### config.mk
export PLATFORM = sky130hd
export DESIGN_NAME = ci_command_sequencer
export DESIGN_NICKNAME = d
export VERILOG_FILES = /design/src/rtl/ci_command_sequencer.sv
export SDC_FILE = /design/constraint.sdc
export NUM_CORES = 1
export LEC_CHECK = 0
export CORE_MARGIN = 4
export CORE_UTILIZATION = 55
export DETAILED_ROUTE_END_ITERATION = 6
export GPL_TIMING_DRIVEN = 1
export MAX_ROUTING_LAYER = met4
export PLACE_DENSITY = 0.78
export SYNTH_ARGS = -nofsm -noshare
export SYNTH_HDL_FRONTEND = slang
export SYNTH_SLANG_ARGS = --single-unit
### constraint.sdc
create_clock -name clock -period 3 [get_ports clock]
set_clock_uncertainty 0.15 [all_clocks]
set_input_delay 0.6 -clock clock [delete_from_list [all_inputs] [get_ports clock]]
set_output_delay 0.6 -clock clock [all_outputs]
set_load 0.02 [all_outputs]
### src/rtl/ci_command_sequencer.sv
// UART command engine for the CI harness: parses opcode/argument bytes and drives
// SoC clock enable, timed reset pulse, serial path selects and bounded clock-step runs.
module ci_command_sequencer #(
   parameter logic [7:0]  DEFAULT_RESET_LEN = 8'd50,
   parameter logic        RESET_CLK_EN      = 1'b1,
   parameter int unsigned ARG_TIMEOUT       = 27000000,
   parameter logic [7:0]  ACK_BYTE          = 8'hAA,
   parameter logic [7:0]  NAK_BYTE          = 8'hEE
) (
   input  logic       clock,
   input  logic       reset,
   input  logic       rx_valid,
   input  logic [7:0] rx_data,
   input  logic       tx_busy,
   output logic       tx_en,
   output logic [7:0] tx_data,
   output logic       soc_clk_en,
   output logic       soc_reset,
   output logic       tx_sel,
   output logic       rx_gate,
   output logic       busy
);

   localparam int unsigned TW = $clog2(ARG_TIMEOUT + 1);
   localparam logic [TW-1:0] TO_LIMIT = TW'(ARG_TIMEOUT);

   localparam logic [1:0] S_IDLE = 2'd0;
   localparam logic [1:0] S_ARG  = 2'd1;
   localparam logic [1:0] S_RESP = 2'd2;

   logic [1:0]    state;
   logic [7:0]    opcode;
   logic [1:0]    arg_left;
   logic [7:0]    arg_lo;
   logic [TW-1:0] to_cnt;
   logic [7:0]    resp_byte;
   logic [7:0]    reset_len;
   logic [7:0]    rst_cnt;
   logic [15:0]   step_cnt;
   logic          step_active;
   logic          drop_flag;

   logic          do_exec;
   logic [7:0]    exec_op;
   logic [15:0]   step_val;
   logic [7:0]    status;

   assign busy   = (state != S_IDLE);
   assign status = {soc_clk_en, soc_reset, tx_sel, rx_gate, step_active, drop_flag, 2'b00};

   // A command executes either straight from IDLE (no arguments) or on its last argument byte.
   always_comb begin
      do_exec  = 1'b0;
      exec_op  = opcode;
      step_val = {rx_data, arg_lo};
      case (state)
         S_IDLE: begin
            if (rx_valid && (rx_data <= 8'h07 || rx_data == 8'h0A)) begin
               do_exec = 1'b1;
               exec_op = rx_data;
            end
         end
         S_ARG: begin
            if (rx_valid && arg_left == 2'd1) do_exec = 1'b1;
         end
         default: ;
      endcase
   end

   always_ff @(posedge clock) begin
      if (reset) begin
         state       <= S_IDLE;
         opcode      <= '0;
         arg_left    <= '0;
         arg_lo      <= '0;
         to_cnt      <= '0;
         resp_byte   <= '0;
         reset_len   <= DEFAULT_RESET_LEN;
         rst_cnt     <= '0;
         step_cnt    <= '0;
         step_active <= 1'b0;
         drop_flag   <= 1'b0;
         tx_en       <= 1'b0;
         tx_data     <= '0;
         soc_clk_en  <= RESET_CLK_EN;
         soc_reset   <= 1'b0;
         tx_sel      <= 1'b0;
         rx_gate     <= 1'b1;
      end else begin
         tx_en <= 1'b0;

         // Free-running pulse/step counters; a command executed this cycle overrides them below.
         if (rst_cnt != 8'd0) begin
            rst_cnt <= rst_cnt - 8'd1;
            if (rst_cnt == 8'd1) soc_reset <= 1'b0;
         end
         if (step_active) begin
            if (step_cnt != 16'd0) step_cnt <= step_cnt - 16'd1;
            if (step_cnt == 16'd1) begin
               soc_clk_en  <= 1'b0;
               step_active <= 1'b0;
            end
         end

         if (do_exec) begin
            case (exec_op)
               8'h00: begin
                  soc_clk_en  <= 1'b0;
                  step_active <= 1'b0;
                  step_cnt    <= '0;
               end
               8'h01: begin
                  soc_clk_en  <= 1'b1;
                  step_active <= 1'b0;
                  step_cnt    <= '0;
               end
               8'h02: begin
                  soc_reset <= 1'b1;
                  rst_cnt   <= (reset_len == 8'd0) ? 8'd1 : reset_len;
               end
               8'h03: begin
                  soc_reset <= 1'b0;
                  rst_cnt   <= '0;
               end
               8'h04: tx_sel    <= 1'b0;
               8'h05: tx_sel    <= 1'b1;
               8'h06: rx_gate   <= 1'b1;
               8'h07: rx_gate   <= 1'b0;
               8'h08: reset_len <= rx_data;
               8'h09: begin
                  step_cnt    <= step_val;
                  soc_clk_en  <= (step_val != 16'd0);
                  step_active <= (step_val != 16'd0);
               end
               default: ;
            endcase
         end

         case (state)
            S_IDLE: begin
               if (rx_valid) begin
                  opcode <= rx_data;
                  to_cnt <= '0;
                  if (rx_data == 8'h08) begin
                     state    <= S_ARG;
                     arg_left <= 2'd1;
                  end else if (rx_data == 8'h09) begin
                     state    <= S_ARG;
                     arg_left <= 2'd2;
                  end else begin
                     state     <= S_RESP;
                     resp_byte <= !do_exec ? NAK_BYTE :
                                  (rx_data == 8'h0A) ? status : ACK_BYTE;
                  end
               end
            end
            S_ARG: begin
               if (rx_valid) begin
                  to_cnt <= '0;
                  if (arg_left == 2'd1) begin
                     state     <= S_RESP;
                     resp_byte <= ACK_BYTE;
                  end else begin
                     arg_lo   <= rx_data;
                     arg_left <= 2'd1;
                  end
               end else if (to_cnt == TO_LIMIT) begin
                  state     <= S_RESP;
                  resp_byte <= NAK_BYTE;
               end else begin
                  to_cnt <= to_cnt + TW'(1);
               end
            end
            S_RESP: begin
               if (!tx_busy) begin
                  tx_en   <= 1'b1;
                  tx_data <= resp_byte;
                  state   <= S_IDLE;
                  if (opcode == 8'h0A) drop_flag <= 1'b0;
               end
               if (rx_valid) drop_flag <= 1'b1;
            end
            default: state <= S_IDLE;
         endcase
      end
   end

endmodule

# [Yosys cells after proc, flatten, opt, wreduce, memory -nomap -nowiden]
# Index checks and enable logic that the tools add are counted.
[op_classes] addsub=3 order_cmp=1 n_eq_ne=30 n_mux=58 n_bitwise=3 reduce_logical=27
[ops] cell="two-way mux 8 bit" n=13
[ops] cell="two-way mux 25 bit" n=3
[ops] cell="one-hot mux 25 bit (2 select lines)" n=1
[ops] cell="equality test 8 x 4 -> 1 bit (second input constant)" n=6
[ops] cell="two-way mux 16 bit" n=3
[ops] cell="equality test 8 x 3 -> 1 bit (second input constant)" n=4
[ops] cell="one-hot mux 16 bit (2 select lines)" n=1
[ops] cell="one-hot mux 8 bit (2 select lines)" n=2
[ops] cell="nonzero test 16 bit" n=2
[ops] cell="adder 25 x 1 -> 25 bit (second input constant)" n=1
[ops] cell="equality test 25 bit (second input constant)" n=1
[ops] cell="two-way mux 2 bit" n=12
[ops] cell="equality test 16 x 1 -> 1 bit (second input constant)" n=1
[ops] cell="equality test 8 x 1 -> 1 bit (second input constant)" n=2
[ops] cell="equality test 8 x 2 -> 1 bit (second input constant)" n=2
[ops] cell="zero test 8 bit" n=2
[ops] cell="subtractor 16 x 1 -> 16 bit (second input constant)" n=1
[ops] cell="two-way mux 1 bit" n=15
[ops] cell="inequality test 2 bit (second input constant)" n=7
[ops] cell="inequality test 3 bit (second input constant)" n=4
[ops] cell="one-hot mux 1 bit (2 select lines)" n=5
[ops] cell="AND reduction 2 bit" n=5
[ops] cell="nonzero test 2 bit" n=5
[ops] cell="AND reduction 3 bit" n=3
[ops] cell="16 further kinds" n=21
[word_totals] ff_bits=100 input_bits=12 output_inout_bits=14 elab_cells=139

# [Depth between registers and ports, before layout]
# Gate-level depths: netlist of run 1.
[logic_depth] ltp_word=10 mapped_depth=8

# [Least setup slack after synthesis of run 1]
# Ideal clock, no wire load.
[synth_timing] kind="input to register" start="input rx_data[7]" end="register step_cnt[10]" setup_ps=137 t_arrival_ps=2302 required_time_ps=2713 setup_slack_ps=412 stages=7 path_cell_list="or4_1 > nor4_1 > a21o_1 > o211a_1 > buf_4 > buf_6 > o32ai_2"
[synth_via] elab_chain_cells=9
[synth_lines] item="from (decl)" line_no="13" text="input logic [7:0] rx_data,"
[synth_lines] item="<= comparator 8 x 3 -> 1 bit / equality test 8 x 4 -> 1 bit (equally long branches)" line_no="58" text="if (rx_valid && (rx_data <= 8'h07 || rx_data == 8'h0A)) begin"
[synth_lines] item="logical OR 1 bit" line_no="58"
[synth_lines] item="logical AND 1 bit" line_no="58"
[synth_lines] item="two-way mux 8 bit" line_no="58"
[synth_lines] item="two-way mux 8 bit" line_no="56" text="case (state)"
[synth_lines] item="equality test 8 x 1 -> 1 bit / zero test 8 bit (equally long branches)" line_no="106" text="case (exec_op)"
[synth_lines] item="OR reduction 2 bit (no source line)"
[synth_lines] item="one-hot mux 16 bit (2 select lines)" line_no="106"
[synth_lines] item="two-way mux 16 bit *" line_no="105" text="if (do_exec) begin"
[synth_lines] item="to (signal assigned)" line_no="98" text="if (step_cnt != 16'd0) step_cnt <= step_cnt - 16'd1;"
[synth_lines] item="to (signal assigned)" line_no="131" text="step_cnt <= step_val;"
[synth_lines] item="to (decl)" line_no="39" text="logic [15:0] step_cnt;"
# Every way passes the cells marked *; elsewhere a longest branch is shown, timed or not.
# A chain may end at the register's enable or synchronous reset.

# [Worst setup path after layout of run 1]
[layout_timing] start="input rx_data[7]" end="register step_cnt[3]"
# Same word-level chain as after synthesis.

==> impl_metrics.tcl, run 1 <==
set metrics [dict create \
    run_status "complete, no violations" \
    synthesized_instance_count 599 \
    mappedNetlistArea_sq_um 5160 \
    postCtsResizedCells 0 \
    r2r_start "state[0]" \
    vdd_drop_max_uv 311 \
    final-max-slew-violation-count 0 \
    boundaryPins 26 \
    routed_wire_length_per_instance_microns 16.9 \
    worst_rel_slew_slack_pct 44.7 \
    critical_path.top_delay_family "simple AND/OR/NAND/NOR gates" \
    worst_hold_slack_ns 0.315 \
    drt.antenna.violating_nets 0 \
    antenna_cells_inserted 0 \
    register_to_register_setup_slack_ns 0.36 \
    reg2reg_to "reset_len[1]" \
    holdPathStages 2 \
    layout_worst_path_cycle_share_pct 90.0 \
    synth.net_count 619 \
    netlist_top_cells_area "dfxtp_1 38%, a21oi_1 4.7%, mux2i_1 3.7%, nand2_1 3.6%, nor2_1 3.2%" \
    hold-path-endpoint "opcode[5]" \
    drt_first_iter_violations 320 \
    vias_post_dr 4745 \
    drive_gt1_share_pct 13.6 \
    grt_max_degree 37 \
    place_congestion 0.945 \
    final_common_cell "dfxtp_1" \
    nets 663 \
    critPathMaxStageDelay_ns 0.65 \
    hold_path_class "flop to flop" \
    max_cap_viol_count 0 \
    finish.instance_area_sq_um 5920 \
    nature_of_the_critical_path_endpoint "flop" \
    finalPower_mw 2.88 \
    cts-htree-levels 3 \
    synth_edf_count 0 \
    pre_cts_slack_ns -0.0613 \
    max_freq_ghz 0.370 \
    dominantRegCellSynth "dfxtp_1" \
    globalRouteOverflowTotal 0 \
    final_cell_mix "98 x dfxtp_1, 50 x nand2_1, 48 x a21oi_1" \
    placement_row_count 35 \
    initial_core_util_pct 56.1 \
    rsz0062_at_grt "false" \
    worstSetupPathDepth 7 \
    netlist-cell-type-count 74 \
    floorplan.core_area_sq_um 9200 \
    report.final.setup_viol 0 \
    post_cts_buffers 0 \
    first_pass_grt_wire_length_microns 21700 \
    critical_path.max_fanout 17 \
    crit_required_ns 3.09 \
    initial_antenna_violation_count 0 \
    final_util_pct 64.4 \
    hold_buffers 0 \
    clock-root-buffer "clkbuf_8" \
    clock_sink_count 98 \
    aggregate_routed_wire_length_microns 12800 \
    critical_path_class "primary input to flop" \
    timing.hold.worst.start "opcode[5]" \
    die-width_microns 105 \
    async_set_reset_flop_share_out_of_synthesis_pct 0 \
    synth-warning-count 0 \
    clk_latency_ns 0.36 \
    leakage_nw 2.09 \
    netlist.area_leader.share_pct 38.0 \
    avgSynthCellArea_sq_um 8.62 \
    ctsLongestPathBuffers 2 \
    critical_path_buf_inv_count 2 \
    place_area_sq_um 5710 \
    post-route-min-period_ns 2.70 \
    setup_ws_ns 0.299 \
    die_y_microns 105 \
    finalHoldViolCount 0 \
    worstSetupStartpointType "primary input" \
    ys_seq_area_share_pct 38.0 \
    place_hpwl_microns 9250 \
    power_density_nw_per_um2 486 \
    path_clk_slew_ns 0.08 \
    gr-usage-all-layers_pct 24.2 \
    timing.critical_path.cells "clkdlybuf4s50_1 > or4_1 > nor4_1 > a21o_1 > o211a_1 > buf_12 > o32ai_2" \
    critical_path.slowest_cell "or4_1" \
    first_global_vias 4570 \
    timing.critical_path.arrival_ns 2.79 \
    tritoncts "built" \
    drc_errors 0 \
    reg2reg_depth 5 \
    post_drt_via_cell_ratio 6.27 \
    netlist.top_cell.by_area "dfxtp_1" \
    dr.pass1.iters 5 \
    io_buffer_count 24 \
    numCtsBuffers 9 \
    number_of_flip_flops_and_latches_in_the_synthesized_netlist 98 \
    layout-area-overhead-vs-synth_pct 14.7 \
    timing_worst_slew_pin_value_ns 0.823 \
    dieArea_sq_um 11000 \
]
## layer usage
layer  track usage [%]  wire [microns]
met1              31.5            5810
met2              38.5            6200
met3              3.89             586
met4              8.43             182
met5                 -               0
## worst register-to-register path, delay by kind of cell, from the launching register on
kind | cells | cell delay [ns]
compound gates | 3 | 0.84
flops | 1 | 0.62
simple gates | 2 | 0.89
## worst max-delay path by stage
| stage | startpoint | endpoint | slack [ns] |
|---|---|---|---|
| 2_1_floorplan | rx_data[7] | step_cnt[10] | 0.41 |
| 5_1_grt | to_cnt[5] | resp_byte[3] | 0.23 |
| 3_5_place_dp | rx_data[7] | step_cnt[6] | -0.06 |
| 3_3_place_gp | rx_data[7] | step_cnt[0] | 0.04 |
| 4_1_cts | rx_data[7] | step_cnt[3] | 0.31 |
| 6_report | rx_data[7] | step_cnt[3] | 0.30 |
## cells in the mapped netlist, types with 5 or more instances
cell type and instances:
a21oi_1 48, clkbuf_1 21, dfxtp_1 98, ha_1 8, inv_1 35, mux2i_1 19, nand2_1 50, nand2b_1 6
nand3_1 20, nand4_1 18, nor2_1 44, nor3_1 11, nor4_1 20, o21ai_0 19, o21ai_1 13, o31ai_1 5
o32ai_1 8, o32ai_2 8, or3_1 18, or4_1 12, xnor2_1 14, xor2_1 7
## logic make-up (layout without fill, tap and decap cells)
kind of cell	count (synthesis)	count (layout)	synth area share (%)
AND/OR/NAND/NOR	234	234	25.1
AO/OA/AOI/OAI	149	149	21.6
flip-flops	98	98	38.0
buffers and inverters	66	113	5.41
multiplexers	22	22	4.34
XOR/XNOR	21	21	3.56
adder cells (fa/ha/maj)	8	8	1.94
other	1	1	0.0727
## sequential cells by signal, indices dropped and copies added (netlist names), 2 cells and up
signal     cells
opcode         8
step_cnt      16
arg_lo         8
reset_len      8
to_cnt        25
resp_byte      7
tx_data        7
state          2
rst_cnt        8
arg_left       2
## metrics by stage
step	TNS (ns)	cells
final	0	757
after floorplan	0	599
after global routing	0	757
after CTS	0	757
after global placement	0	743
after detailed placement	-0.814	743
## area by class of cell
type / count / area (sq um)
fillers: 749 / 3280
multi-input cells: 435 / 2920
flip-flops and latches: 98 / 1960
repair buffers: 64 / 561
clock buffers: 11 / 141
well taps: 111 / 139
inverters: 35 / 131
clock inverters: 3 / 65.1
## power by group
part / leakage [nW] / total [mW] / switching [mW] / internal, mW
logic: 1.19 / 0.525 / 0.296 / 0.230
registers: 0.795 / 1.44 / 0.0690 / 1.37
clock network: 0.105 / 0.915 / 0.432 / 0.483
No activity file was read; power rests on OpenSTA's default activity.
==> inputs of run 2 (changes only) <==
--- a/config.mk
+++ b/config.mk
@@ -9,6 +9,7 @@
 export CORE_UTILIZATION = 55
 export DETAILED_ROUTE_END_ITERATION = 6
 export GPL_TIMING_DRIVEN = 1
+export HOLD_SLACK_MARGIN = 0.03
 export MAX_ROUTING_LAYER = met4
 export PLACE_DENSITY = 0.78
 export SYNTH_ARGS = -nofsm -noshare
==> results of run 2 <==
No change in the layout: final DEF, timing and power equal those of run 1.
